--- src/rtl/dice_roll_ctrl.sv ---
// dice_roll_ctrl: converts a roll request and a die selection into one
// uniformly distributed die result. Two random digits form a value 0..99,
// and that value is rejection-sampled against the largest multiple of the
// die size that is <= 100. The LFSR tap select is advanced once per roll.
// Optional build macro: DICE_HISTORY_EN keeps the previous result on last_bin.
module dice_roll_ctrl #(
    parameter int SPIN_CYCLES = 16,
    parameter int SAMPLE_GAP  = 4,
    parameter int MAX_RETRY   = 3
) (
    input  logic       clk,
    input  logic       reset,
    input  logic       roll,
    input  logic [2:0] die_sel,
    input  logic [3:0] rand_digit,
    output logic [2:0] mod_out,
    output logic       busy,
    output logic       spinning,
    output logic       done,
    output logic [6:0] result_bin,
    output logic [3:0] res_hund,
    output logic [3:0] res_tens,
    output logic [3:0] res_ones,
    output logic       biased,
    output logic [6:0] last_bin
);

    // One shared counter times both the spin animation and the digit gaps.
    localparam int CNT_MAX = (SPIN_CYCLES > SAMPLE_GAP) ? SPIN_CYCLES : SAMPLE_GAP;
    localparam int CW      = $clog2(CNT_MAX + 1);
    localparam int RW      = (MAX_RETRY > 0) ? $clog2(MAX_RETRY + 1) : 1;

    localparam logic [CW-1:0] SPIN_LAST   = CW'(SPIN_CYCLES - 1);
    localparam logic [CW-1:0] GAP_LAST    = CW'(SAMPLE_GAP - 1);
    localparam logic [RW-1:0] RETRY_LIMIT = RW'(MAX_RETRY);

    typedef enum logic [2:0] {
        S_IDLE,
        S_SPIN,
        S_GET_T,
        S_GET_O,
        S_CHECK,
        S_CONV,
        S_DONE
    } state_t;

    // Number of faces for each die_sel code.
    function automatic int die_sides(input int sel);
        int sides;
        case (sel)
            0:       sides = 4;
            1:       sides = 6;
            2:       sides = 8;
            3:       sides = 10;
            4:       sides = 12;
            5:       sides = 20;
            6:       sides = 100;
            default: sides = 2;
        endcase
        return sides;
    endfunction

    // Digits above 9 from upstream are treated as 9.
    function automatic logic [3:0] clamp_digit(input logic [3:0] d);
        return (d > 4'd9) ? 4'd9 : d;
    endfunction

    // Shift-and-add-3 conversion of 0..127 into three BCD digits {hund,tens,ones}.
    function automatic logic [11:0] to_bcd(input logic [6:0] bin);
        logic [18:0] sh;
        sh = {12'd0, bin};
        for (int i = 0; i < 7; i++) begin
            if (sh[10:7] >= 4'd5)  sh[10:7]  = sh[10:7]  + 4'd3;
            if (sh[14:11] >= 4'd5) sh[14:11] = sh[14:11] + 4'd3;
            if (sh[18:15] >= 4'd5) sh[18:15] = sh[18:15] + 4'd3;
            sh = sh << 1;
        end
        return sh[18:7];
    endfunction

    state_t          state_reg, state_next;
    logic [CW-1:0]   cnt_reg, cnt_next;
    logic [RW-1:0]   retry_reg, retry_next;
    logic [2:0]      sel_reg, sel_next;
    logic [3:0]      t_reg, t_next;
    logic [3:0]      o_reg, o_next;
    logic            roll_q_reg;
    logic [6:0]      result_reg, result_next;
    logic [3:0]      hund_reg, hund_next;
    logic [3:0]      tens_reg, tens_next;
    logic [3:0]      ones_reg, ones_next;
    logic            biased_reg, biased_next;
    logic [2:0]      mod_reg, mod_next;
`ifdef DICE_HISTORY_EN
    logic [6:0]      last_reg, last_next;
`endif

    logic            roll_edge;
    logic [6:0]      pair_val;
    logic [6:0]      mod_tab [8];
    logic [6:0]      lim_tab [8];
    logic [11:0]     bcd_new;

    assign roll_edge = roll & ~roll_q_reg;
    assign pair_val  = 7'(t_reg) * 7'd10 + 7'(o_reg);

    // Per-die remainder and acceptance limit; every die uses a constant divisor.
    for (genvar gi = 0; gi < 8; gi++) begin : g_die
        localparam int SIDES = die_sides(gi);
        localparam int LIMIT = (100 / SIDES) * SIDES;
        assign mod_tab[gi] = pair_val % 7'(SIDES);
        assign lim_tab[gi] = 7'(LIMIT);
    end

    assign bcd_new = to_bcd(mod_tab[sel_reg] + 7'd1);

    // State register; reset aborts any roll in progress.
    always_ff @(posedge clk or posedge reset) begin
        if (reset) state_reg <= S_IDLE;
        else       state_reg <= state_next;
    end

    // Datapath and held-result registers.
    always_ff @(posedge clk or posedge reset) begin
        if (reset) begin
            cnt_reg    <= '0;
            retry_reg  <= '0;
            sel_reg    <= '0;
            t_reg      <= '0;
            o_reg      <= '0;
            roll_q_reg <= 1'b0;
            result_reg <= '0;
            hund_reg   <= '0;
            tens_reg   <= '0;
            ones_reg   <= '0;
            biased_reg <= 1'b0;
            mod_reg    <= '0;
`ifdef DICE_HISTORY_EN
            last_reg   <= '0;
`endif
        end else begin
            cnt_reg    <= cnt_next;
            retry_reg  <= retry_next;
            sel_reg    <= sel_next;
            t_reg      <= t_next;
            o_reg      <= o_next;
            roll_q_reg <= roll;
            result_reg <= result_next;
            hund_reg   <= hund_next;
            tens_reg   <= tens_next;
            ones_reg   <= ones_next;
            biased_reg <= biased_next;
            mod_reg    <= mod_next;
`ifdef DICE_HISTORY_EN
            last_reg   <= last_next;
`endif
        end
    end

    // Next-state and datapath updates for the roll sequence.
    always_comb begin
        state_next  = state_reg;
        cnt_next    = cnt_reg;
        retry_next  = retry_reg;
        sel_next    = sel_reg;
        t_next      = t_reg;
        o_next      = o_reg;
        result_next = result_reg;
        hund_next   = hund_reg;
        tens_next   = tens_reg;
        ones_next   = ones_reg;
        biased_next = biased_reg;
        mod_next    = mod_reg;
`ifdef DICE_HISTORY_EN
        last_next   = last_reg;
`endif
        case (state_reg)
            S_IDLE: begin
                // Edges arriving in any other state are simply not looked at.
                if (roll_edge) begin
                    sel_next    = die_sel;
                    retry_next  = '0;
                    biased_next = 1'b0;
                    cnt_next    = '0;
                    state_next  = S_SPIN;
                end
            end
            S_SPIN: begin
                if (cnt_reg == SPIN_LAST) begin
                    cnt_next   = '0;
                    state_next = S_GET_T;
                end else begin
                    cnt_next = cnt_reg + 1'b1;
                end
            end
            S_GET_T: begin
                if (cnt_reg == GAP_LAST) begin
                    cnt_next   = '0;
                    t_next     = clamp_digit(rand_digit);
                    state_next = S_GET_O;
                end else begin
                    cnt_next = cnt_reg + 1'b1;
                end
            end
            S_GET_O: begin
                if (cnt_reg == GAP_LAST) begin
                    cnt_next   = '0;
                    o_next     = clamp_digit(rand_digit);
                    state_next = S_CHECK;
                end else begin
                    cnt_next = cnt_reg + 1'b1;
                end
            end
            S_CHECK: begin
                // Values at or above the limit would favour low faces; redraw.
                if (pair_val < lim_tab[sel_reg]) begin
                    state_next = S_CONV;
                end else if (retry_reg == RETRY_LIMIT) begin
                    biased_next = 1'b1;
                    state_next  = S_CONV;
                end else begin
                    retry_next = retry_reg + 1'b1;
                    state_next = S_GET_T;
                end
            end
            S_CONV: begin
`ifdef DICE_HISTORY_EN
                last_next   = result_reg;
`endif
                result_next = mod_tab[sel_reg] + 7'd1;
                hund_next   = bcd_new[11:8];
                tens_next   = bcd_new[7:4];
                ones_next   = bcd_new[3:0];
                state_next  = S_DONE;
            end
            S_DONE: begin
                mod_next   = (mod_reg == 3'd6) ? 3'd0 : mod_reg + 3'd1;
                state_next = S_IDLE;
            end
            default: begin
                state_next = S_IDLE;
            end
        endcase
    end

    assign busy       = (state_reg != S_IDLE);
    assign spinning   = (state_reg == S_SPIN);
    assign done       = (state_reg == S_DONE);
    assign mod_out    = mod_reg;
    assign result_bin = result_reg;
    assign res_hund   = hund_reg;
    // The tens/ones display follows the raw digit stream while spinning.
    assign res_tens   = spinning ? rand_digit : tens_reg;
    assign res_ones   = spinning ? rand_digit : ones_reg;
    assign biased     = biased_reg;
`ifdef DICE_HISTORY_EN
    assign last_bin   = last_reg;
`else
    assign last_bin   = '0;
`endif

endmodule
--- config.mk ---
export PLATFORM = sky130hd
export DESIGN_NAME = dice_roll_ctrl
export DESIGN_NICKNAME = d
export VERILOG_FILES = /design/src/rtl/dice_roll_ctrl.sv
export SDC_FILE = /design/constraint.sdc
export NUM_CORES = 1
export LEC_CHECK = 0
export ABC_AREA = 1
export BUFFER_PORTS_ARGS = -buffer_cell sky130_fd_sc_hd__buf_4
export CAP_MARGIN = 20
export CORE_MARGIN = 10
export CORE_UTILIZATION = 32
export DETAILED_ROUTE_END_ITERATION = 8
export HOLD_SLACK_MARGIN = 0.03
export PLACE_DENSITY = 0.48
export SKIP_LAST_GASP = 1
export SYNTH_ARGS = -nofsm -noshare
export SYNTH_HDL_FRONTEND = slang
export SYNTH_SLANG_ARGS = --single-unit
--- constraint.sdc ---
create_clock -name clk -period 7 [get_ports clk]
set_input_delay 0.7 -clock clk [delete_from_list [all_inputs] [get_ports clk]]
set_output_delay 0.7 -clock clk [all_outputs]
set_load 0.005 [all_outputs]
==> run metrics <==
Vias 4708; routability congestion estimate 0.836; Area Overhead vs Synth 39.7%; DR WL/cell 13.6 microns; first drt pass iteration count 4; Max transition margin 36.5%; core footprint 0.0138 sq mm; run status finished, violations left; Max Fclk 0.143 GHz; Async S/R FF share, synth 100%; Worst Hold Class reg -> reg; clk sinks 41; first-pass GRT wire length 20900 microns; IO buf count 32; max cap viols 0; endpoint type of the worst setup path register; kind of critical path reg -> reg; unrepaired setup endpoints after global routing yes; Top delay family on crit path simple AND/OR/NAND/NOR gates; CTS Buf Count 5; required time of the critical path 7.17 ns; Buf/Inv on CP 9; most used cell, CP nand2_2; Final Hold Violating Endpoints 0; DRC violations left 0; layout cells sized above 1 37.0%; initial antenna violation count 0; total congestion overflow 0; GR Util met3 2.02%; FF+latch count, synth 41; die area 0.0191 sq mm; H-Tree Depth 2; critical path peak fanout 6; clock slew at reported path FFs 0.06 ns; met1 usage 15.8%; Netlist Area Pre-Place 0.00448 sq mm; largest net degree at the start of global routing 42; most common cell after layout, fill and taps aside nand2_1; most frequent cells in the layout 141 x nand2_1, 97 x buf_4, 85 x inv_1; Die H 138 microns; Pins Over Slew Limit 0; placed inst area 0.00528 sq mm; DPL Wire Length 10100 microns; Starting Density 32.5%; count of different cell masters after synthesis 47; CTS tree yes; CP max stage delay 0.58 ns; CTS Root Buffer Type clkbuf_16; Setup WS post-layout -0.0156 ns; via/cell ratio 4.85; Critical-path top delay cell fa_2; total track usage 12.6%; clock skew 0.00612 ns; max reg flops 7; CP Launch Type register; post-synthesis cell count 693; vias in the first global route 4544; sequential cell area fraction in the yosys report 22.9%; number of synthesized flops with an enable pin 0; Worst Path Arrival 7.19 ns; nets@finish 832; Final Util 45.4%; Ys Warns 0; row count 43; Max Root-Sink Buffers 2; DRT Wirelength 13200 microns; fin crit share 100%; initial drt markers 241; Most Crowded Layer GR met2; Worst-Skew Late Latency 0.29 ns; Post-synth top flop dfrtp_1; antenna cells 0; minimum clock period 7.02 ns; Worst-Margin Slew 0.949 ns; design area 0.00626 sq mm; Ports 43; Chip Width 138 microns; post-route ant nets 0; setup violators final 1; failing checks setup timing; met2 usage 21.7%; Syn Area/Cell 6.47 sq um
stage by stage:
step / TNS (ns) / std cells / setup slack [ns] / hold slack [ns]
after floorplan: 0 / 702 / 0.00983 / 0.449
after global placement: -0.0840 / 943 / -0.0530 / 0.464
after detailed placement: -1.06 / 943 / -0.280 / 0.468
after CTS: -0.0145 / 955 / -0.0145 / 0.483
after global routing: -3.20 / 971 / -0.472 / 0.517
final: -0.0156 / 971 / -0.0156 / 0.472
layout make-up:
type / instances / area, sq um
repair buffers: 102 / 785
flip-flops and latches: 41 / 1030
well taps: 180 / 225
fillers: 1383 / 7510
multi-input cells: 528 / 3600
inverters: 112 / 435
clock inverters: 3 / 65.1
clock buffers: 5 / 125
worst min-delay path, delay by kind of cell (launching register included):
family           cells  cell delay (ns)
and+or+nand+nor      2             0.09
DFF                  1             0.34
metal layers:
metal | share of wire [%] | vias to the layer above | wire length (microns)
met5 | 0 | - | 0
met4 | 1.6 | 0 | 205
met3 | 3.7 | 16 | 484
met2 | 49 | 87 | 6460
met1 | 46 | 2197 | 6020
li1 | - | 2408 | -
logic make-up (layout without fill, tap and decap cells):
group | Yosys count | count (layout) | share of synthesized area (%)
mux | 5 | 5 | 1.26
simple gates | 373 | 373 | 38.8
xor+xnor | 14 | 14 | 3.07
buf+inv | 133 | 222 | 12.2
fa+ha+maj | 32 | 32 | 9.27
compound gates | 94 | 94 | 12.4
other cells | 1 | 10 | 0.0837
flops | 41 | 41 | 22.9
cell usage after synthesis, types with 7 or more instances:
master,count,area [sq um]
xor2_1,9,78.8
nand2_1,173,649
dfrtp_1,41,1030
nor3_1,9,45.0
a21oi_1,24,120
nand2_2,30,188
ha_1,30,375
inv_1,101,379
nor2_1,63,236
o21ai_0,34,170
buf_4,11,82.6
nor2_2,7,43.8
nand3_2,14,140
inv_2,8,30.0
nand3_1,56,280
o21ai_1,8,40.0
nand4_1,11,68.8
final timing paths:
check,to,slack [ns],start,cells past startpoint
worst max-delay path,tens_reg[1],-0.02,t_reg[3],60
worst min register to register,res_hund[0],0.47,res_hund[0],2
worst max register to register,tens_reg[1],-0.02,t_reg[3],60
min in group asynchronous,cnt_reg[2],0.54,reset,3
worst min-delay path,res_hund[0],0.47,res_hund[0],2
max in group asynchronous,t_reg[0],6.06,reset,3
repair_timing:
item                                    in CTS  in global routing
gates resized for setup                     37                116
buffers inserted                             4                 16
hold buffers                                 0                  0
endpoints found under the setup margin       6                  8
pin swaps                                   15                 68
Power is not shown: default switching activity piles up to over one toggle a cycle in this logic, so the estimate is an artifact.
